===== src/rtl/effect_frame_sequencer.sv =====
// Initiator side of the effect START/DONE frame handshake: buffers codec samples,
// runs each through one effect core (or bypasses it) and strobes the result out.
`timescale 1ns/1ps
module effect_frame_sequencer #(
    parameter int DEPTH   = 4,
    parameter int TIMEOUT = 1024
) (
    input  logic        CLK,
    input  logic        Reset,
    input  logic        adc_valid,
    input  logic [15:0] adc_frame,
    input  logic        bypass,
    output logic        START,
    output logic [15:0] input_frame,
    input  logic        DONE,
    input  logic [15:0] output_frame,
    output logic        dac_valid,
    output logic [15:0] dac_frame,
    output logic        busy,
    output logic        overflow,
    output logic        timeout_err
);

    localparam int AW = $clog2(DEPTH);
    localparam int WW = $clog2(TIMEOUT + 1);

    typedef enum logic [1:0] {
        S_IDLE,
        S_ISSUE,
        S_WAIT,
        S_EMIT
    } state_t;

    state_t      r_state;
    state_t      w_state_next;

    logic [15:0] r_mem [DEPTH];
    logic [AW:0] r_wr_ptr;
    logic [AW:0] r_rd_ptr;
    logic [WW-1:0] r_wd;
    logic [15:0] r_input_frame;
    logic [15:0] r_dac_frame;
    logic        r_overflow;
    logic        r_timeout_err;

    logic        w_empty;
    logic        w_full;
    logic        w_pop;
    logic        w_push;
    logic        w_drop;
    logic [15:0] w_head;
    logic        w_wd_expire;
    logic        w_wd_fire;
    logic        w_result_load;
    logic [15:0] w_result;

    // Extra pointer bit distinguishes full from empty when the indices match.
    assign w_empty     = (r_wr_ptr == r_rd_ptr);
    assign w_full      = (r_wr_ptr[AW] != r_rd_ptr[AW]) &&
                         (r_wr_ptr[AW-1:0] == r_rd_ptr[AW-1:0]);
    assign w_pop       = (r_state == S_IDLE) && !w_empty;
    assign w_push      = adc_valid && (!w_full || w_pop);
    assign w_drop      = adc_valid && w_full && !w_pop;
    assign w_head      = r_mem[r_rd_ptr[AW-1:0]];
    assign w_wd_expire = (r_wd == WW'(TIMEOUT - 1));

    always_comb begin
        w_state_next  = r_state;
        w_result_load = 1'b0;
        w_result      = r_dac_frame;
        w_wd_fire     = 1'b0;
        case (r_state)
            S_IDLE: begin
                if (!w_empty) begin
                    if (bypass) begin
                        w_state_next  = S_EMIT;
                        w_result_load = 1'b1;
                        w_result      = w_head;
                    end else begin
                        w_state_next = S_ISSUE;
                    end
                end
            end
            S_ISSUE: w_state_next = S_WAIT;
            S_WAIT: begin
                // DONE takes priority over a watchdog expiry in the same cycle.
                if (DONE) begin
                    w_state_next  = S_EMIT;
                    w_result_load = 1'b1;
                    w_result      = output_frame;
                end else if (w_wd_expire) begin
                    w_state_next  = S_EMIT;
                    w_result_load = 1'b1;
                    w_result      = r_input_frame;
                    w_wd_fire     = 1'b1;
                end
            end
            S_EMIT:  w_state_next = S_IDLE;
            default: w_state_next = S_IDLE;
        endcase
    end

    always_ff @(posedge CLK) begin
        if (w_push) begin
            r_mem[r_wr_ptr[AW-1:0]] <= adc_frame;
        end
    end

    always_ff @(posedge CLK) begin
        if (Reset) begin
            r_state       <= S_IDLE;
            r_wr_ptr      <= '0;
            r_rd_ptr      <= '0;
            r_wd          <= '0;
            r_input_frame <= 16'h0000;
            r_dac_frame   <= 16'h0000;
            r_overflow    <= 1'b0;
            r_timeout_err <= 1'b0;
        end else begin
            r_state <= w_state_next;
            if (w_push) begin
                r_wr_ptr <= r_wr_ptr + (AW + 1)'(1);
            end
            if (w_pop) begin
                r_rd_ptr      <= r_rd_ptr + (AW + 1)'(1);
                r_input_frame <= w_head;
            end
            if (r_state == S_ISSUE) begin
                r_wd <= '0;
            end else if (r_state == S_WAIT && !DONE) begin
                r_wd <= r_wd + WW'(1);
            end
            if (w_result_load) begin
                r_dac_frame <= w_result;
            end
            if (w_drop) begin
                r_overflow <= 1'b1;
            end
            if (w_wd_fire) begin
                r_timeout_err <= 1'b1;
            end
        end
    end

    assign START       = (r_state == S_ISSUE);
    assign dac_valid   = (r_state == S_EMIT);
    assign busy        = (r_state != S_IDLE) || !w_empty;
    assign input_frame = r_input_frame;
    assign dac_frame   = r_dac_frame;
    assign overflow    = r_overflow;
    assign timeout_err = r_timeout_err;

endmodule


===== config.mk =====
export PLATFORM = sky130hd
export DESIGN_NAME = effect_frame_sequencer
export DESIGN_NICKNAME = d
export VERILOG_FILES = /design/src/rtl/effect_frame_sequencer.sv
export SDC_FILE = /design/constraint.sdc
export NUM_CORES = 1
export LEC_CHECK = 0
export CAP_MARGIN = 30
export CELL_PAD_IN_SITES_DETAIL_PLACEMENT = 1
export CELL_PAD_IN_SITES_GLOBAL_PLACEMENT = 2
export CORE_ASPECT_RATIO = 1.75
export CORE_MARGIN = 5
export CORE_UTILIZATION = 40
export CTS_CLUSTER_DIAMETER = 80
export DETAILED_ROUTE_END_ITERATION = 6
export PLACE_DENSITY_LB_ADDON = 0.1
export SYNTH_ARGS = -nofsm -noshare
export SYNTH_HDL_FRONTEND = slang
export SYNTH_SLANG_ARGS = --single-unit

===== constraint.sdc =====
create_clock -name CLK -period 5.3 [get_ports CLK]
set_input_delay 1.06 -clock CLK [delete_from_list [all_inputs] [get_ports CLK]]
set_output_delay 1.06 -clock CLK [all_outputs]
set_load 0.01 [all_outputs]

; Word-level counts from Yosys, hierarchy flattened
; Memories as Yosys holds them, arrays and structs flattened. A register that Yosys moved wholly into a read port is not among the register bits.
; Index checks and enable logic that the tools add are counted.
[word_totals]
register_bits = 53
inputBits = 37
output_inout_bits = 37
mem_bits_rw = 64
memories = 1
word_cells = 61
[op_classes]
reduce_logical = 18
n_eq_ne = 10
addsub = 3
mux = 21
[mem_list]
columns = name, depth, width, read_ports, rd_clocked_by_memory_dff, write_ports, line
row1 = r_mem, 4, 16, 1, 1, 1, 37  ; logic [15:0] r_mem [DEPTH];
[op_table]
columns = operator, count
row1 = $mux W16, 4
row2 = $pmux W16 S2, 1
row3 = $mux W2, 6
row4 = $add A11 B1 Y11 const B, 1
row5 = $eq A11 B10 Y1 const B, 1
row6 = $mux W1, 8
row7 = $pmux W2 S4, 1
row8 = $add A3 B1 Y3 const B, 2
row9 = $logic_and A1 B1 Y1, 6
row10 = $reduce_and A5 Y1, 1
row11 = $eq A2 B2 Y1 const B, 2
row12 = $logic_not A1 Y1, 4
row13 = $ne A2 B2 Y1 const B, 2
row14 = $reduce_bool A2 Y1, 2
row15 = $eq A3 B3 Y1, 1
row16 = $ne A3 B3 Y1 const B, 1
row17 = $eq A2 B1 Y1 const B, 1
row18 = $eq A2 B2 Y1, 1
row19 = $logic_not A2 Y1, 1
row20 = $logic_or A1 B1 Y1, 2
row21 = $pmux W1 S2, 1
row22 = $reduce_and A2 Y1, 1
row23 = $reduce_or A2 Y1, 1
row24 = $ne A1 B1 Y1, 1

; Longest topological paths before layout
; Gate-level depths: netlist of the first run.
[logic_depth]
depth_word = 7
mapped_depth = 9
depth_no_buf = 6

; Worst setup path before layout of the first run
; No wires, ideal clock.
[synth_timing]
kind = input port to flip-flop
from = in DONE
to = reg r_dac_frame[10] (netlist: dac_frame[10])
setup_time_ns = 0.122
arrival_ns = 2.193
stages = 7
path_slack_ns = 2.985
path_buffers = 3
t_required_ns = 5.178
path_cell_list = buf_2 nand2b_1 a31oi_1 or3_1 buf_6 buf_12 mux2i_1
[synth_via]
elab_chain_len = 3
elab_cells_between_ends = 6
cone_classes = eq/ne (1) / mux (4) / reduce/logical (1)
[synth_rtl]
columns = element, line
row1 = "start, declared", 15  ; input logic DONE,
row2 = $mux W1, 87  ; if (DONE) begin
row3 = $pmux W1 S2, 72  ; case (r_state)
row4 = $reduce_and A5 Y1 (no line), n/a
row5 = "end signal, assigned", 134  ; r_dac_frame <= w_result;
row6 = "end, declared", 42  ; logic [15:0] r_dac_frame;
; Parallel ways exist; a longest one is shown, timed or not.
; A chain may end at the register's enable or synchronous reset.

; Final worst setup path of the first run
[layout_timing]
from = reg r_state[0]
to = out busy
[layout_via]
elab_chain_len = 2
[layout_rtl]
columns = element, line
row1 = "start, declared", 34  ; state_t r_state;
row2 = "start signal, assigned", 120  ; r_state <= w_state_next;
row3 = $reduce_bool A2 Y1, 147  ; assign busy = (r_state != S_IDLE) || !w_empty;
row4 = $logic_or A1 B1 Y1, 147
row5 = "end, declared", 19  ; output logic busy,
; No other way between the ends.

==> results of run 1 <==
layer usage:
layer	vias up	routed length (um)	global-route usage, %	part of all wire, %
li1	1504	-	-	-
met1	1535	4580	17.9	41
met2	54	6180	28.9	55
met3	11	356	4.37	3.2
met4	0	122	5.37	1.1
met5	-	0	0	0
worst reg2reg max path, cell delays in order (launching register included):
cell and delay (ns):
dfxtp_1 0.33, inv_1 0.11, ha_1 0.16, buf_4 0.33
nand2b_1 0.10, a31oi_1 0.27, or3_1 0.80, mux2i_1 0.28
cell usage after synthesis, types with 2 or more instances:
cell	instances	share of area, %
a21oi_1	20	2.0
and2_1	2	0.25
and4b_1	2	0.40
buf_2	5	0.50
clkbuf_1	14	1.0
dfxtp_1	55	22
edfxtp_1	64	38
ha_1	10	2.5
inv_1	10	0.75
mux2i_1	53	11
mux4_2	16	7.2
nand2_1	2	0.15
nand2b_1	17	2.1
nand3_1	4	0.40
nand4_1	3	0.37
nor2_1	39	2.9
o21ai_0	19	1.9
or3_1	3	0.37
xnor2_1	3	0.52
xor2_1	11	1.9
xor2_2	2	0.65
final cells by class:
type                            instances  area, um^2
Clock buffer                           19         433
Fill cell                            1242        5870
Tap cell                              168         210
Multi-Input combinational cell        219        1840
Timing Repair Buffer                   82         826
Clock inverter                         13         124
Inverter                               10        37.5
Sequential cell                       119        3020
metrics by stage:
step	util, %	instance area [um^2]	total power [mW]	hold WS, ns
6_report	52.5	6490	3.26	0.470
5_1_grt	52.5	6490	3.45	0.506
4_1_cts	52.3	6470	3.32	0.479
3_5_place_dp	47.8	5920	2.24	0.466
3_3_place_gp	47.6	5890	2.20	0.452
2_1_floorplan	-	5010	1.81	0.472
worst min-delay path by stage:
stage,slack [ns],end,from,cells after the start
2_1_floorplan,0.47,r_wd[9],r_wd[9],2
3_3_place_gp,0.45,overflow,overflow,2
3_5_place_dp,0.47,overflow,overflow,2
4_1_cts,0.48,overflow,overflow,2
5_1_grt,0.51,dac_frame[15],dac_frame[15],2
6_report,0.47,overflow,overflow,2
cells by family (layout without fill, tap and decap cells):
| kind of cell | Yosys count | in the layout | share of synthesized area (%) |
|---|---|---|---|
| AO/OA/AOI/OAI | 44 | 44 | 4.85 |
| XOR/XNOR | 16 | 16 | 3.10 |
| adder cells (fa/ha/maj) | 10 | 10 | 2.50 |
| buffers and inverters | 33 | 124 | 3.15 |
| flip-flops | 119 | 119 | 60.4 |
| multiplexers | 69 | 69 | 17.8 |
| AND/OR/NAND/NOR | 80 | 80 | 8.22 |
sequential cells by signal, summed over array words and instances (netlist names), named ones only:
register,count
dac_frame,16
input_frame,16
r_wd,11
r_rd_ptr,3
overflow,1
r_state,2
r_mem,64
timeout_err,1
r_wr_ptr,3
report_power, final:
group / switching [mW] / internal [mW] / leakage, nW
clock: 0.414 / 0.648 / 0.266
sequential: 0.127 / 1.13 / 1.04
combinational: 0.437 / 0.507 / 1.16
total: 0.978 / 2.28 / 2.47
==> results.md, run 1 <==
- Cell repeated most along the worst path: inv_1
- Drt pass-1 iters: 4
- Setup TNS: 0 ns
- CTS Buf Count: 17
- DRC: 0
- Routed len/inst: 17.8 um
- CTS tree: built
- Layout cell share with drive strength beyond 1: a little over an eighth
- Unrepaired setup endpoints after global routing: false
- Vias: a little over 3000
- Startpoint Class: flip-flop
- Synthesized Nets: between 400 and 500
- Via density: 4.93
- Max Buffers Root-to-Sink: 2
- Final non-filler cell total: 630
- Levels on crit path: 5
- Leak: between 2 and 2.5 nW
- Ys Warns: 0
- Final WL: 11200 um
- Area Overhead vs Synth: 29.7%
- I/O Pins: 74
- Register area share after synthesis: 60.4%
- First-pass GRT wire length: 17700 um
- Clk slew on worst S/H paths: 0.06 ns
- Netlist Area Pre-Place: 5010 um^2
- Die width: roughly 95 um
- Status: complete, no violations
- Hpwl dp: slightly above 8000 um
- GPL Wtd Cong: 0.734
- Worst-skew pair later-pin latency: 0.41 ns
- Crit. End Element: output pin
- Predominant post-synthesis flop cell: edfxtp_1
- Clock Skew: ~0.012 ns
- Core Area: 12400 um^2
- Crit path max fanout: 7
- Register bit total from synthesis: 119
- Largest net degree at the start of global routing: 61
- Initial Utilization: 40.5%
- # nets final: 496
- R2R depth: 7
- # Post-CTS Setup Buffers: 0
- Commonest non-fill, non-tap cell in the layout: clkdlybuf4s50_1
- FF-to-FF End: dac_frame[1]
- CTS root buf: clkbuf_16
- Most frequent cells in the layout: clkdlybuf4s50_1, edfxtp_1, dfxtp_1
- R2R Setup Slk: 2.85 ns
- Die H: 158 um
- Final WS setup: 2.00 ns
- Initial antenna violation count: 0
- Asr flop ratio synth: 0%
- Post-synth EDFFs: 64
- TritonCTS Sinks: between 100 and 150
- Placed insts: 597
- Place WS: between 1.5 and 2 ns
- Worst-path cell chain: inv_1, ha_1, nor4b_2, inv_1, clkdlybuf4s50_1
- Worst r2r src: r_state[0]
- Maxcap violations: 0
- Worst path slowest cell: clkdlybuf4s50_1
- PD cells: 502 nW/um^2
- Hold Crit Class: flip-flop to flip-flop
- Peak Freq: 0.303 GHz
- Worst-Margin Slew: between 0.9 and 1 ns
- Arr. time, crit path: 2.24 ns
- CP startpoint: r_state[0]
- Die area: between 10000 and 15000 um^2
- Ant diodes: 0
- Fin. max-slew vios: 0
- Total GRT Usage: 16.0%
- Required @ worst endpoint: 4.24 ns
- Fin crit share: 62.2%
- Final setup viols: 0
- Final hold vios: 0
- H-Tree Depth: 4
- Syn Area/Cell: about 13 um^2
- Worst VDD drop: 0.000255 V
- Worst Setup EP: busy
- Final min period: 3.30 ns
- Crit path kind: flip-flop to output pin
- Detailed router's first-iteration violation count: ~130
- Row Count: 54
- Post-CTS Hold Buffers: 0
- Final ANT Viol Nets: 0
- Worst stage delay on the critical path: 0.49 ns
- Slew HR: 36.0%
- Vias in the first global route: ~3300
- Cell family with most CP delay: buffers and inverters
- WP buf/inv: 3
- GRT overflow: 0
- Port Buffers: 73
- Syn Inst Count: about 370
- CTS-repair resized insts: 0
- Count of different cell masters after synthesis: 38
(Power assumes the default switching activity.)
==> run 2: changes to the inputs <==
--- a/config.mk
+++ b/config.mk
@@ -10,7 +10,7 @@
 export CELL_PAD_IN_SITES_GLOBAL_PLACEMENT = 2
 export CORE_ASPECT_RATIO = 1.75
 export CORE_MARGIN = 5
-export CORE_UTILIZATION = 40
+export CORE_UTILIZATION = 34
 export CTS_CLUSTER_DIAMETER = 80
 export DETAILED_ROUTE_END_ITERATION = 6
 export PLACE_DENSITY_LB_ADDON = 0.1
==> constraint.sdc (replaced) <==
create_clock -name CLK -period 2.95 [get_ports CLK]
set_input_delay 0.59 -clock CLK [delete_from_list [all_inputs] [get_ports CLK]]
set_output_delay 0.59 -clock CLK [all_outputs]
set_load 0.01 [all_outputs]
==> run 2 against run 1 <==
Effect of this change:
- sequential power rose by 81%
- sequential share of layout area fell by 0.081 points
- clock skew decreased by 0.0024 ns
- critical path depth up 1
- non-clock buffer count rose by 4
- setup slack got worse by 1.8 ns
- critical endpoint unchanged
- clock power is 76% higher
- utilization decreased by 7.5 points
- final area is 0.17% higher
- first-iteration DRC count down 51%
- global-route usage fell by 1.5 points
==> results.md, run 2 (synthesized netlist as in run 1, its figures left out) <==
- Final hold vios: 0 (unchanged)
- Clk slew on worst S/H paths: 0.06 ns (about the same)
- Initial antenna violation count: 0 (unchanged)
- Total GRT Usage: 14.5% (-1.5 points)
- Core Area: 14400 um^2 (+17%)
- Final min period: 2.78 ns
- # nets final: 500 (+0.81%)
- Worst-skew pair later-pin latency: 0.40 ns (about the same)
- Fin crit share: 94.4%
- CTS root buf: clkbuf_16
- Internal power: 4.03 mW (+77%)
- Final ANT Viol Nets: 0 (unchanged)
- Sequential power share: 38.6% (+0.2 points)
- Crit path kind: flip-flop to output pin
- Gate power share: 29.3% (+0.3 points)
- Worst-Margin Slew: 0.822 ns (-0.138 ns)
- Die area: 17300 um^2 (+16%)
- Net Sw Power: 1.82 mW (+86%)
- Most frequent cells in the layout: clkdlybuf4s50_1, edfxtp_1, dfxtp_1
- Final setup viols: 0 (unchanged)
- TritonCTS Sinks: 119 (unchanged)
- # Post-CTS Setup Buffers: 0 (unchanged)
- Fillers: 1495 (+20%)
- Die width: 102 um (+7.6%)
- Required @ worst endpoint: 2.36 ns (-1.88 ns)
- CTS Buf Count: 17 (unchanged)
- Arr. time, crit path: 2.19 ns (-0.05 ns)
- Commonest non-fill, non-tap cell in the layout: clkdlybuf4s50_1
- Clock Skew: 0.00967 ns (-0.00238 ns)
- GPL Wtd Cong: 0.724 (-1.3%)
- Drt pass-1 iters: 4 (unchanged)
- Maxcap violations: 0 (unchanged)
- Area Overhead vs Synth: 29.9%
- Vias in the first global route: 3430 (+5.2%)
- Hpwl dp: 8620 um (+6.6%)
- Initial Utilization: 34.7% (-5.8 points)
- Hold Crit Class: flip-flop to flip-flop
- Worst VDD drop: 0.000406 V (+59%)
- Row Count: 58 (+7.4%)
- Crit. End Element: output pin
- Routed len/inst: 18.3 um (+2.9%)
- Final WS setup: 0.165 ns (-1.84 ns)
- Status: complete, no violations
- Crit path max fanout: 7 (unchanged)
- I/O Pins: 74 (unchanged)
- Ant diodes: 0 (unchanged)
- Die H: 171 um (+7.9%)
- GRT overflow: 0 (unchanged)
- Layout cell share with drive strength beyond 1: 14.6% (+0.96 points)
- CTS tree: built
- Fin. max-slew vios: 0 (unchanged)
- Clock Power Share: 32.1% (-0.5 points)
- Peak Freq: about 0.36 GHz
- Startpoint Class: flip-flop
- PD cells: 898 nW/um^2 (+79%)
- Max Buffers Root-to-Sink: 2 (unchanged)
- Detailed router's first-iteration violation count: 65 (-51%)
- Max FFs per register: 64 (unchanged)
- Slew HR: 45.1% (+9.1 points)
- First-pass GRT wire length: 18900 um (+6.8%)
- Leak: 2.47 nW (+0.31%)
- Port Buffers: 73 (unchanged)
- CTS-repair resized insts: 0 (unchanged)
- Switching Share: 31.1% (+1.1 points)
- Final WL: 11800 um (+5.5%)
- Unrepaired setup endpoints after global routing: false
- Vias: 3090 (-0.45%)
- Via density: 4.78 (-2.9%)
- H-Tree Depth: 4 (unchanged)
- Final non-filler cell total: 646 (+2.5%)
- Place WS: 0.593 ns (-1.35 ns)
- Post-CTS Hold Buffers: 0 (unchanged)
- Largest net degree at the start of global routing: 32 (-48%)
- Setup TNS: 0 ns (unchanged)
- DRC: 0 (unchanged)
- Placed insts: 614 (+2.8%)
run 2: cell count changes in the layout (fill, tap and decap cells not counted):
cell,before,now
buf_4,7,12
inv_6,2,6
clkinv_4,6,3
clkbuf_1,2,0
buf_16,1,0
bufinv_16,1,0
clkinv_1,1,2
inv_8,0,1
run 2: worst paths after layout:
| path | startpoint | to | slack, ns | cells past startpoint |
|---|---|---|---|---|
| max | r_state[0] | busy | 0.17 | 6 |
| min reg2reg | dac_frame[1] | dac_frame[1] | 0.48 | 2 |
| min | dac_frame[1] | dac_frame[1] | 0.48 | 2 |
| max reg2reg | r_state[0] | r_wd[3] | 0.94 | 7 |
run 2: critical path: stages (launching register included):
cell and delay [ns]:
dfxtp_1 0.33, inv_1 0.10, ha_1 0.15, buf_4 0.16, nor4b_2 0.48, inv_1 0.08
clkdlybuf4s50_1 0.49
run 2: metrics by stage:
| step | instance area, um^2 | hold WS (ns) | util (%) | power [mW] |
|---|---|---|---|---|
| floorplan | 5010 | 0.472 | - | 3.26 |
| global placement | 5960 | 0.450 | 41.3 | 4.02 |
| detailed placement | 5960 | 0.469 | 41.3 | 4.06 |
| CTS | 6500 | 0.482 | 45.0 | 5.96 |
| global route | 6500 | 0.502 | 45.0 | 6.18 |
| finish | 6500 | 0.475 | 45.0 | 5.84 |
run 2: layout make-up:
cell class | instances | area [um^2] | area share (%)
Inverter | 10 | 37.5 | 0.577
Clock inverter | 15 | 118 | 1.81
Tap cell | 180 | 225 | 3.46
Multi-Input combinational cell | 219 | 1840 | 28.3
Sequential cell | 119 | 3020 | 46.5
Clock buffer | 17 | 425 | 6.54
Timing Repair Buffer | 86 | 836 | 12.9
run 2: layer usage:
layer,wire length (um),global-route usage [%]
met1,4740,16.2
met2,6660,26.8
met3,331,2.90
met4,113,4.86
met5,0,0
run 2: power by group through the flow:
stage	clock network, mW	logic (mW)	registers (mW)
floorplan	0	0.974	2.28
global placement	0	1.73	2.30
detailed placement	0	1.75	2.31
CTS	1.93	1.76	2.28
global route	2.00	1.87	2.30
finish	1.87	1.71	2.26
